`config.mk`:
```
export PLATFORM = sky130hd
export DESIGN_NAME = arp_cam_lookup_ctrl
export DESIGN_NICKNAME = d
export VERILOG_FILES = /design/src/rtl/arp_cam_lookup_ctrl.sv
export SDC_FILE = /design/constraint.sdc
export NUM_CORES = 1
export LEC_CHECK = 0
export BUFFER_PORTS_ARGS = -buffer_cell sky130_fd_sc_hd__clkbuf_2
export CAP_MARGIN = 20
export CORE_AREA = 2 2 170 172
export CTS_CLUSTER_DIAMETER = 30
export DETAILED_ROUTE_END_ITERATION = 8
export DIE_AREA = 0 0 172 174
export GPL_TIMING_DRIVEN = 0
export HOLD_SLACK_MARGIN = 0.1
export PLACE_DENSITY = 0.57
export SYNTH_ARGS = -nofsm -noshare
export SYNTH_HDL_FRONTEND = slang
export SYNTH_SLANG_ARGS = --single-unit
```
`constraint.sdc`:
```
create_clock -name Clk -period 2.3 [get_ports Clk]
set_input_delay 0.46 -clock Clk [delete_from_list [all_inputs] [get_ports Clk]]
set_output_delay 0.46 -clock Clk [all_outputs]
set_load 0.05 [all_outputs]
```
`src/rtl/arp_cam_lookup_ctrl.sv`:
```
// ARP IPv4->MAC table controller: direct-mapped folded-XOR hash, lookup/update arbitration, post-reset clear sweep.
// Optional hit/miss/evict counters are enabled by defining ARP_CAM_STATS_EN.
module arp_cam_lookup_ctrl #(
  parameter int A     = 9,
  parameter int KEY_W = 32,
  parameter int VAL_W = 48,
  parameter int D     = 1 + KEY_W + VAL_W
) (
  input  logic             Clk,
  input  logic             Rst_n,
  input  logic             LkpReqVal,
  output logic             LkpReqRdy,
  input  logic [KEY_W-1:0] LkpReqKey,
  output logic             LkpRspVal,
  input  logic             LkpRspRdy,
  output logic             LkpRspHit,
  output logic [VAL_W-1:0] LkpRspMac,
  input  logic             UpdReqVal,
  output logic             UpdReqRdy,
  input  logic             UpdReqOp,
  input  logic [KEY_W-1:0] UpdReqKey,
  input  logic [VAL_W-1:0] UpdReqMac,
  output logic             UpdAckVal,
  output logic [1:0]       UpdAckSts,
  output logic             InitDone,
`ifdef ARP_CAM_STATS_EN
  output logic [15:0]      StatHit,
  output logic [15:0]      StatMiss,
  output logic [15:0]      StatEvict,
`endif
  output logic             RamRwEnb,
  output logic [A-1:0]     RamRwAddr,
  output logic [D-1:0]     RamRwData,
  input  logic [D-1:0]     RamRwDataOut,
  output logic             RamWrEnb,
  output logic [A-1:0]     RamWrAddr,
  output logic [D-1:0]     RamWrData
);

  localparam int NCH = (KEY_W + A - 1) / A;

  typedef enum logic [2:0] {S_INIT, S_IDLE, S_LK_CMP, S_RESP, S_UP_CMP} state_t;

  state_t             state;
  logic [A-1:0]       init_cnt;
  logic               last_upd;
  logic [KEY_W-1:0]   key_q;
  logic [VAL_W-1:0]   mac_q;
  logic               op_q;
  logic [A-1:0]       addr_q;

  logic               idle, grant_lkp, grant_upd;
  logic [A-1:0]       hash_lkp, hash_upd;
  logic               w_valid, key_match, upd_wr;
  logic [KEY_W-1:0]   w_key;
  logic [VAL_W-1:0]   w_mac;
  logic [D-1:0]       upd_data;
  logic [1:0]         upd_sts;

  function automatic logic [A-1:0] fold_hash(input logic [KEY_W-1:0] key);
    logic [NCH*A-1:0] pad;
    logic [A-1:0]     h;
    pad = (NCH*A)'(key);
    h   = '0;
    for (int i = 0; i < NCH; i++) h = h ^ pad[i*A +: A];
    return h;
  endfunction

  assign hash_lkp = fold_hash(LkpReqKey);
  assign hash_upd = fold_hash(UpdReqKey);

  // When both classes request, the one not granted last time wins.
  assign idle      = (state == S_IDLE);
  assign LkpReqRdy = idle && (!UpdReqVal || last_upd);
  assign UpdReqRdy = idle && (!LkpReqVal || !last_upd);
  assign grant_lkp = LkpReqVal && LkpReqRdy;
  assign grant_upd = UpdReqVal && UpdReqRdy;

  assign RamRwEnb  = 1'b0;
  assign RamRwData = '0;
  assign RamRwAddr = grant_upd ? hash_upd : (grant_lkp ? hash_lkp : '0);

  assign w_valid   = RamRwDataOut[D-1];
  assign w_key     = RamRwDataOut[D-2:VAL_W];
  assign w_mac     = RamRwDataOut[VAL_W-1:0];
  assign key_match = w_valid && (w_key == key_q);

  always_comb begin
    upd_wr   = 1'b0;
    upd_data = '0;
    upd_sts  = 2'd0;
    if (!op_q) begin
      upd_wr   = 1'b1;
      upd_data = {1'b1, key_q, mac_q};
      upd_sts  = !w_valid ? 2'd0 : (key_match ? 2'd1 : 2'd2);
    end else if (key_match) begin
      upd_wr  = 1'b1;
      upd_sts = 2'd3;
    end
  end

  // Update writes land during UP_CMP, one edge ahead of any following read.
  always_comb begin
    RamWrEnb  = 1'b0;
    RamWrAddr = '0;
    RamWrData = '0;
    if (state == S_INIT) begin
      RamWrEnb  = 1'b1;
      RamWrAddr = init_cnt;
    end else if (state == S_UP_CMP && upd_wr) begin
      RamWrEnb  = 1'b1;
      RamWrAddr = addr_q;
      RamWrData = upd_data;
    end
  end

  always_ff @(posedge Clk or negedge Rst_n) begin
    if (!Rst_n) begin
      state     <= S_INIT;
      init_cnt  <= '0;
      last_upd  <= 1'b1;
      key_q     <= '0;
      mac_q     <= '0;
      op_q      <= 1'b0;
      addr_q    <= '0;
      LkpRspVal <= 1'b0;
      LkpRspHit <= 1'b0;
      LkpRspMac <= '0;
      UpdAckVal <= 1'b0;
      UpdAckSts <= 2'd0;
      InitDone  <= 1'b0;
    end else begin
      UpdAckVal <= 1'b0;
      UpdAckSts <= 2'd0;
      case (state)
        S_INIT: begin
          init_cnt <= init_cnt + 1'b1;
          if (init_cnt == {A{1'b1}}) begin
            state    <= S_IDLE;
            InitDone <= 1'b1;
          end
        end
        S_IDLE: begin
          if (grant_lkp) begin
            key_q    <= LkpReqKey;
            addr_q   <= hash_lkp;
            last_upd <= 1'b0;
            state    <= S_LK_CMP;
          end else if (grant_upd) begin
            key_q    <= UpdReqKey;
            mac_q    <= UpdReqMac;
            op_q     <= UpdReqOp;
            addr_q   <= hash_upd;
            last_upd <= 1'b1;
            state    <= S_UP_CMP;
          end
        end
        S_LK_CMP: begin
          LkpRspVal <= 1'b1;
          LkpRspHit <= key_match;
          LkpRspMac <= key_match ? w_mac : '0;
          state     <= S_RESP;
        end
        S_RESP: begin
          if (LkpRspRdy) begin
            LkpRspVal <= 1'b0;
            LkpRspHit <= 1'b0;
            LkpRspMac <= '0;
            state     <= S_IDLE;
          end
        end
        S_UP_CMP: begin
          UpdAckVal <= 1'b1;
          UpdAckSts <= upd_sts;
          state     <= S_IDLE;
        end
        default: state <= S_INIT;
      endcase
    end
  end

`ifdef ARP_CAM_STATS_EN
  // Saturating event counters; they can only move in the compare states.
  always_ff @(posedge Clk or negedge Rst_n) begin
    if (!Rst_n) begin
      StatHit   <= '0;
      StatMiss  <= '0;
      StatEvict <= '0;
    end else begin
      if (state == S_LK_CMP) begin
        if (key_match) begin
          if (StatHit != 16'hFFFF) StatHit <= StatHit + 16'd1;
        end else begin
          if (StatMiss != 16'hFFFF) StatMiss <= StatMiss + 16'd1;
        end
      end
      if (state == S_UP_CMP && !op_q && upd_sts == 2'd2 && StatEvict != 16'hFFFF)
        StatEvict <= StatEvict + 16'd1;
    end
  end
`endif

endmodule

```
Word level (Yosys, flattened, before mapping). Cells that the tools add are included.

Bits in registers: 157. Input port bits: 199. Output and inout bits: 238. Logic and storage cells: 83.

$add $sub $neg: 1. Equality and inequality tests: 9. Multiplexer cells: 34. Bitwise gates (word level): 7. Reduce and logical (&&, ||, !) cells: 19.

Operators by type and width (number): 2-to-1 mux 81 bit (3); 2-to-1 mux 48 bit (2); one-hot mux 48 bit (2 select lines) (1); 2-to-1 mux 32 bit (2); 2-to-1 mux 9 bit (6); XOR 9 bit (4); equality test 32 bit (1); XOR 9 x 5 -> 9 bit (2); one-hot mux 3 bit (5 select lines) (1); 2-to-1 mux 3 bit (4); 2-to-1 mux 2 bit (5); adder 9 x 1 -> 9 bit (second input constant) (1); equality test 9 bit (second input constant) (1); 2-to-1 mux 1 bit (8); equality test 3 x 2 -> 1 bit (second input constant) (2); logical AND 1 bit (6); AND reduction 2 bit (3); AND reduction 3 bit (2); one-hot mux 1 bit (2 select lines) (2); nonzero test 2 bit (2); equality test 3 x 1 -> 1 bit (second input constant) (1); equality test 3 bit (second input constant) (1); zero test 1 bit (3); zero test 3 bit (1); 5 further kinds (6).

Longest topological paths before layout. Gate-level depths: netlist of run 1.

Word-level depth: 7. Gate-level depth with buffers: 8. Depth with buffers taken out: 6.

Worst setup path after synthesis of run 1. OpenSTA, ideal clock, no wires.

Kind: input -> output. Start: input RamRwDataOut[54]. End: output RamWrAddr[0]. Arrival: 2442 ps. Data required time: 1840 ps. Path slack: -602 ps. Stages: 5. Path buffers: 0. Path through: xnor2_1 -> nand4_1 -> nor4_4 -> a31oi_1 -> o21ai_0.

Cells in the longest elaborated chain, start to end: 7.

RTL lines: start: declaration (line 34) `input logic [D-1:0] RamRwDataOut,`; equality test 32 bit (line 86) `assign key_match = w_valid && (w_key == key_q);`; logical AND 1 bit (line 86); 2-to-1 mux 1 bit (line 96) `end else if (key_match) begin`; 2-to-1 mux 1 bit (line 92) `if (!op_q) begin`; logical AND 1 bit (line 110) `end else if (state == S_UP_CMP && upd_wr) begin`; 2-to-1 mux 9 bit (line 110); 2-to-1 mux 9 bit (line 107) `if (state == S_INIT) begin`; end: declaration (line 36) `output logic [A-1:0] RamWrAddr,`.

No other way between the ends.

Final worst setup path of run 1.
Start: register key_q[9]. End: output RamWrAddr[7].

Cells in the longest elaborated chain, start to end: 7.

RTL lines: start: declaration (line 47) `logic [KEY_W-1:0] key_q;`; start signal: assignment (line 145) `key_q <= LkpReqKey;`; start signal: assignment (line 150) `key_q <= UpdReqKey;`; equality test 32 bit (line 86); logical AND 1 bit (line 86); 2-to-1 mux 1 bit (line 96); 2-to-1 mux 1 bit (line 92); logical AND 1 bit (line 110); 2-to-1 mux 9 bit (line 110); 2-to-1 mux 9 bit (line 107).

No other way between the ends.

==> flow_metrics.env, run 1 <==
export IMPL_period_share=1.20
export IMPL_rr_startpoint="key_q[9]"
export IMPL_synthCells=913
export IMPL_io_buffer_count=354
export IMPL_finClkSkew_ns=0.0139
export IMPL_cp_startpoint="key_q[9]"
export IMPL_wirelength_um=32000
export IMPL_tightest_slew_ns=0.780
export IMPL_clk_pin_slew_ns=0.08
export IMPL_antenna_found_initial=0
export IMPL_crit_type="reg -> out"
export IMPL_synth_area_mm2=0.00829
export IMPL_root_buffer="clkbuf_16"
export IMPL_finalHoldViolCount=0
export IMPL_synthTopCellsByArea="dfrtp_1 (47%), nand2_1 (11%), xnor2_1 (8.1%), buf_4 (7.9%), and2_1 (6.3%)"
export IMPL_cts_tree="built"
export IMPL_drtPass1Iterations=5
export IMPL_path_buf_inv=2
export IMPL_synth_warnings=0
export IMPL_cp_start_kind="flip-flop"
export IMPL_rsz0062_at_grt="yes"
export IMPL_pin_count=437
export IMPL_fin_tns_setup_ns=-33.19
export IMPL_worst_slack_ns=-0.460
export IMPL_violations="negative setup slack"
export IMPL_maxCapViolCount=0
export IMPL_finalSetupViolCount=100
export IMPL_die_h_um=174
export IMPL_die_w_um=172
export IMPL_cp_max_fo=5
export IMPL_final_core_util=0.498
export IMPL_yosys_area_top_type_share=0.471
export IMPL_p_per_area_mw_per_mm2=949
export IMPL_ys_types=36
export IMPL_crit_chain="xnor2_1 > nand4_1 > nor4_4 > buf_6 > a31oi_4 > o21ai_2 > buf_8"
export IMPL_endpoint="RamWrAddr[7]"
export IMPL_synth_seq_area_share=0.474
export IMPL_power_leakage_uw=0.00725
export IMPL_avgSynthCellArea_um2=9.08
export IMPL_ir_drop_v=0.000531
export IMPL_layout_nets=1607
export IMPL_dp_hpwl_um=22600
export IMPL_diodes=0
export IMPL_fillers=2676
export IMPL_arrival_ns=2.30
export IMPL_grt_start_max_net_pins=94
export IMPL_reg2reg_to="LkpRspMac[22]"
export IMPL_reg2regPathDepth=10
export IMPL_insertion_delay_ns=0.43
export IMPL_cp_end_kind="primary output"
export IMPL_layout_drive_gt1_share=0.464
export IMPL_slew_violations=0
export IMPL_grt_pass1_vias=8119
export IMPL_grt_pass1_wl_um=47000
export IMPL_multi_input_area_mm2=0.00422
export IMPL_fin_hold_ws_ns=0.209
export IMPL_r2r_setup_slack_ns=0.09
export IMPL_wire_per_inst_um=17.8
export IMPL_vias_per_cell=4.42
export IMPL_crit_slowest_cell="dfrtp_1"
export IMPL_yosysTopAreaCell="dfrtp_1"
export IMPL_path_depth=7
export IMPL_relSlewSlack=0.480
export IMPL_cts_max_path_buffers=2
export IMPL_gp_congestion=0.897
export IMPL_crit_required_ns=1.84
export IMPL_start_util=0.294
export IMPL_cts_sinks=157
export IMPL_min_period_ns=2.76
export IMPL_drc=0
export IMPL_drt_initial_drc_count=418
export IMPL_whs_path_depth=3
export IMPL_grt_usage=0.208
export IMPL_dieArea_mm2=0.0299
export IMPL_path_delay_family="simple AND/OR/NAND/NOR gates"
export IMPL_antenna_left=0
export IMPL_ff_latch_area_mm2=0.00394
export IMPL_fmax_mhz=362
export IMPL_cts_buffers=17
export IMPL_vias=7963
export IMPL_num_rows=62
export IMPL_status="complete, but fails checks"
export IMPL_hold_class="in -> reg"
export IMPL_core_mm2=0.0282
export IMPL_cp_slowest_stage_delay_ns=0.43
export IMPL_ys_ff_latch=157
export IMPL_area_growth_pct=69.4
export IMPL_htree_num_levels=4
export IMPL_overflow=0
final cells by class:
cell class / count / area share
plain buffers: 129 / 0.0713
clock buffers: 18 / 0.0313
clock inverters: 14 / 0.0106
inverters: 13 / 0.00347
multi-input cells: 693 / 0.300
flip-flops and latches: 157 / 0.280
well taps: 384 / 0.0342
repair buffers: 395 / 0.269
cells in the mapped netlist:
| cell type | number |
|---|---|
| nor3_2 | 1 |
| o21ai_0 | 24 |
| a31oi_1 | 33 |
| xor2_1 | 8 |
| nand4_1 | 12 |
| a21oi_1 | 7 |
| nor4_4 | 2 |
| nand2b_1 | 2 |
| and4_1 | 1 |
| a21oi_2 | 1 |
| buf_1 | 2 |
| nor2_1 | 42 |
| a21o_1 | 3 |
| o21ai_1 | 1 |
| nand2_1 | 247 |
| dfrtp_1 | 156 |
| buf_4 | 87 |
| xnor2_1 | 77 |
| buf_12 | 1 |
| buf_2 | 3 |
| and3_1 | 2 |
| a21boi_0 | 4 |
| a22o_1 | 48 |
| and2_1 | 83 |
| clkbuf_1 | 38 |
| nor2b_1 | 2 |
| inv_1 | 13 |
| dfstp_2 | 1 |
| mux2_2 | 2 |
| conb_1 | 1 |
| or3b_1 | 1 |
| buf_8 | 1 |
| ha_1 | 2 |
| nor3_1 | 2 |
| nand3_1 | 2 |
| mux2i_1 | 1 |
power breakdown:
| part | total, uW | switching, uW | internal (uW) |
|---|---|---|---|
| logic | 6060 | 3530 | 2530 |
| registers | 4390 | 746 | 3640 |
| clock network | 2880 | 1390 | 1490 |
| total | 13300 | 5670 | 7660 |
sequential cells by signal, indices dropped and copies added, names as in the netlist, 2 cells and up:
signal / flops
LkpRspMac: 48
init_cnt: 9
addr_q: 9
state: 3
key_q: 32
mac_q: 48
UpdAckSts: 2
layer usage:
layer	track usage	share of wire	vias to the layer above
met4	0.0805	0.028	0
met1	0.264	0.42	3744
met5	0	0	-
li1	-	-	3782
met2	0.344	0.47	383
met3	0.0446	0.078	54
worst min-delay path by stage:
| stage | from | endpoint | slack (ns) |
|---|---|---|---|
| after floorplan | Rst_n | InitDone | 0.16 |
| after global placement | mac_q[28] | mac_q[28] | 0.45 |
| after detailed placement | mac_q[37] | mac_q[37] | 0.45 |
| after CTS | UpdReqMac[28] | mac_q[28] | 0.20 |
| after global routing | UpdReqMac[44] | mac_q[44] | 0.21 |
| final | UpdReqMac[15] | mac_q[15] | 0.21 |
per-stage QoR:
| stage | setup slack [ns] | instance area, um2 | std cells | power (uW) |
|---|---|---|---|---|
| 2_1_floorplan | -0.0728 | 8720 | 994 | 7630 |
| 3_3_place_gp | -2.21 | 11000 | 1732 | 9020 |
| 3_5_place_dp | -0.880 | 11000 | 1733 | 9090 |
| 4_1_cts | -0.558 | 13700 | 1790 | 13000 |
| 5_1_grt | -0.535 | 14100 | 1803 | 14100 |
| 6_report | -0.460 | 14100 | 1803 | 13300 |
what timing repair did:
item / 4_1_cts / 5_1_grt
pin swaps: 25 / 29
gates resized for setup: 371 / 138
cloned: 5 / 3
endpoints found under the setup margin: 124 / 153
setup buffers: 19 / 15
hold endpoints to repair: 63 / 0
hold buffers: 1 / 0
worst min-delay path: stages:
cell and delay (ns):
clkbuf_2 0.07, nand2_1 0.04, nand2_1 0.04
placed cells by master, fill, tap and decap left out, types with 4 or more instances in the layout:
cell / synthesis / layout
dfrtp_1: 156 / 151
inv_8: 0 / 5
and2_4: 0 / 81
conb_1: 1 / 82
nand2_4: 0 / 10
nor2_1: 42 / 41
buf_8: 1 / 61
buf_4: 87 / 104
dfrtp_2: 0 / 5
clkbuf_1: 38 / 22
xnor2_1: 77 / 76
o21ai_4: 0 / 5
nand4_1: 12 / 12
buf_12: 1 / 10
inv_6: 0 / 4
a21oi_1: 7 / 7
a21boi_0: 4 / 4
o21ai_2: 0 / 9
a22o_1: 48 / 48
o21ai_0: 24 / 10
a31oi_1: 33 / 32
nand2_1: 247 / 234
clkbuf_2: 0 / 254
buf_6: 0 / 10
inv_1: 13 / 12
clkbuf_16: 0 / 70
buf_2: 3 / 4
xor2_1: 8 / 8
logic make-up after synthesis:
group / synth area share
mux: 0.00392
buf+inv: 0.109
other cells: 0.000452
compound gates: 0.102
flops: 0.474
simple gates: 0.218
fa+ha+maj: 0.00302
xor+xnor: 0.0898
Note: power is estimated with default switching activity, not from simulation.
==> run 2: changes to the inputs <==
--- a/config.mk
+++ b/config.mk
@@ -8,6 +8,7 @@
 export BUFFER_PORTS_ARGS = -buffer_cell sky130_fd_sc_hd__clkbuf_2
 export CAP_MARGIN = 20
 export CORE_AREA = 2 2 170 172
+export CTS_BUF_LIST = sky130_fd_sc_hd__clkbuf_16
 export CTS_CLUSTER_DIAMETER = 30
 export DETAILED_ROUTE_END_ITERATION = 8
 export DIE_AREA = 0 0 172 174
==> flow_metrics.env, run 2 (synthesis results as in run 1) <==
export IMPL_vias=7958
export IMPL_dieArea_mm2=0.0299
export IMPL_crit_required_ns=1.84
export IMPL_die_w_um=172
export IMPL_power_leakage_uw=0.00725
export IMPL_dp_hpwl_um=22600
export IMPL_slew_violations=0
export IMPL_cts_sinks=157
export IMPL_worst_slack_ns=-0.455
export IMPL_grt_pass1_wl_um=46900
export IMPL_crit_type="reg -> out"
export IMPL_cp_start_kind="flip-flop"
export IMPL_dp_cells=1733
export IMPL_fmax_mhz=363
export IMPL_area_growth_pct=69.3
export IMPL_finClkSkew_ns=0.0134
export IMPL_cts_tree="built"
export IMPL_finalSetupViolCount=100
export IMPL_core_mm2=0.0282
export IMPL_grt_pass1_vias=8110
export IMPL_layout_drive_gt1_share=0.463
export IMPL_drt_initial_drc_count=427
export IMPL_layout_common_cells="clkbuf_2 (254), nand2_1 (234), dfrtp_1 (151)"
export IMPL_violations="negative setup slack"
export IMPL_io_buffer_count=354
export IMPL_arrival_ns=2.29
export IMPL_maxCapViolCount=0
export IMPL_p_per_area_mw_per_mm2=946
export IMPL_diodes=0
export IMPL_relSlewSlack=0.478
export IMPL_reg_top3="LkpRspMac x48, mac_q x48, key_q x32"
export IMPL_period_share=1.20
export IMPL_grt_start_max_net_pins=94
export IMPL_insertion_delay_ns=0.43
export IMPL_grt_usage=0.207
export IMPL_pin_count=437
export IMPL_final_cells=1803
export IMPL_drtPass1Iterations=5
export IMPL_finalHoldViolCount=0
export IMPL_final_core_util=0.497
export IMPL_gp_congestion=0.897
export IMPL_dpl_cell_area_mm2=0.0110
export IMPL_overflow=0
export IMPL_htree_num_levels=4
export IMPL_rsz0062_at_grt="yes"
export IMPL_fin_tns_setup_ns=-33.24
export IMPL_tightest_slew_ns=0.784
export IMPL_status="complete, but fails checks"
export IMPL_vias_per_cell=4.41
export IMPL_die_h_um=174
export IMPL_antenna_left=0
export IMPL_antenna_found_initial=0
export IMPL_wirelength_um=32000
export IMPL_min_period_ns=2.75
export IMPL_cts_buffers=17
export IMPL_num_rows=62
export IMPL_root_buffer="clkbuf_16"
export IMPL_hold_class="in -> reg"
export IMPL_cts_max_path_buffers=2
export IMPL_cp_max_fo=5
export IMPL_drc=0
export IMPL_start_util=0.294
export IMPL_cp_end_kind="primary output"
export IMPL_clk_pin_slew_ns=0.07
export IMPL_layout_nets=1607
export IMPL_stdcell_area_mm2=0.0140
export IMPL_ir_drop_v=0.000531
export IMPL_layout_commonest_cell="clkbuf_2"
export IMPL_wire_per_inst_um=17.8
run 2: layout make-up:
| cell class | count | area, um2 |
|---|---|---|
| clock buffers | 17 | 425 |
| inverters | 13 | 48.8 |
| clock inverters | 15 | 153 |
| multi-input cells | 693 | 4220 |
| well taps | 384 | 480 |
| flip-flops and latches | 157 | 3940 |
| plain buffers | 129 | 1000 |
| repair buffers | 395 | 3780 |
| fillers | 2680 | 14200 |
run 2: what timing repair did:
action,in CTS,in global routing
hold endpoints to repair,63,0
resized for setup,371,138
setup endpoints to repair,124,153
setup buffers,19,15
cloned,5,3
pin swaps,25,29
hold buffers,1,0
run 2: worst max-delay path: stages (launching register included):
cell and delay [ns]:
dfrtp_1 0.42, xnor2_1 0.16, nand4_1 0.29, nor4_4 0.24, buf_6 0.19, a31oi_4 0.16, o21ai_2 0.22, buf_8 0.17
run 2: stage by stage:
step / power, uW / hold WS [ns] / setup WS (ns)
2_1_floorplan: 7630 / 0.164 / -0.0728
3_3_place_gp: 9020 / 0.450 / -2.21
3_5_place_dp: 9090 / 0.454 / -0.880
4_1_cts: 13000 / 0.196 / -0.558
5_1_grt: 14000 / 0.208 / -0.535
6_report: 13300 / 0.210 / -0.455
run 2: routing by layer:
| metal | up-vias | GRT usage | share of wire |
|---|---|---|---|
| met3 | 53 | 0.0446 | 0.077 |
| li1 | 3783 | - | - |
| met5 | - | 0 | 0 |
| met4 | 0 | 0.0802 | 0.027 |
| met1 | 3761 | 0.263 | 0.42 |
| met2 | 361 | 0.343 | 0.47 |
run 2: worst paths after layout:
kind | start | to | slack, ns | cells after the start
max reg2reg | key_q[9] | LkpRspMac[22] | 0.10 | 10
min reg2reg | mac_q[40] | mac_q[40] | 0.47 | 2
min | UpdReqMac[15] | mac_q[15] | 0.21 | 3
max in group asynchronous | Rst_n | mac_q[29] | 0.81 | 3
min in group asynchronous | Rst_n | LkpRspMac[29] | 0.58 | 2
max | key_q[9] | RamWrAddr[7] | -0.45 | 7
run 2: power breakdown:
group | switching [uW] | leakage [uW] | internal, uW
Clock | 1380 | 0.000282 | 1450
Sequential | 740 | 0.00201 | 3640
Combinational | 3540 | 0.00495 | 2530
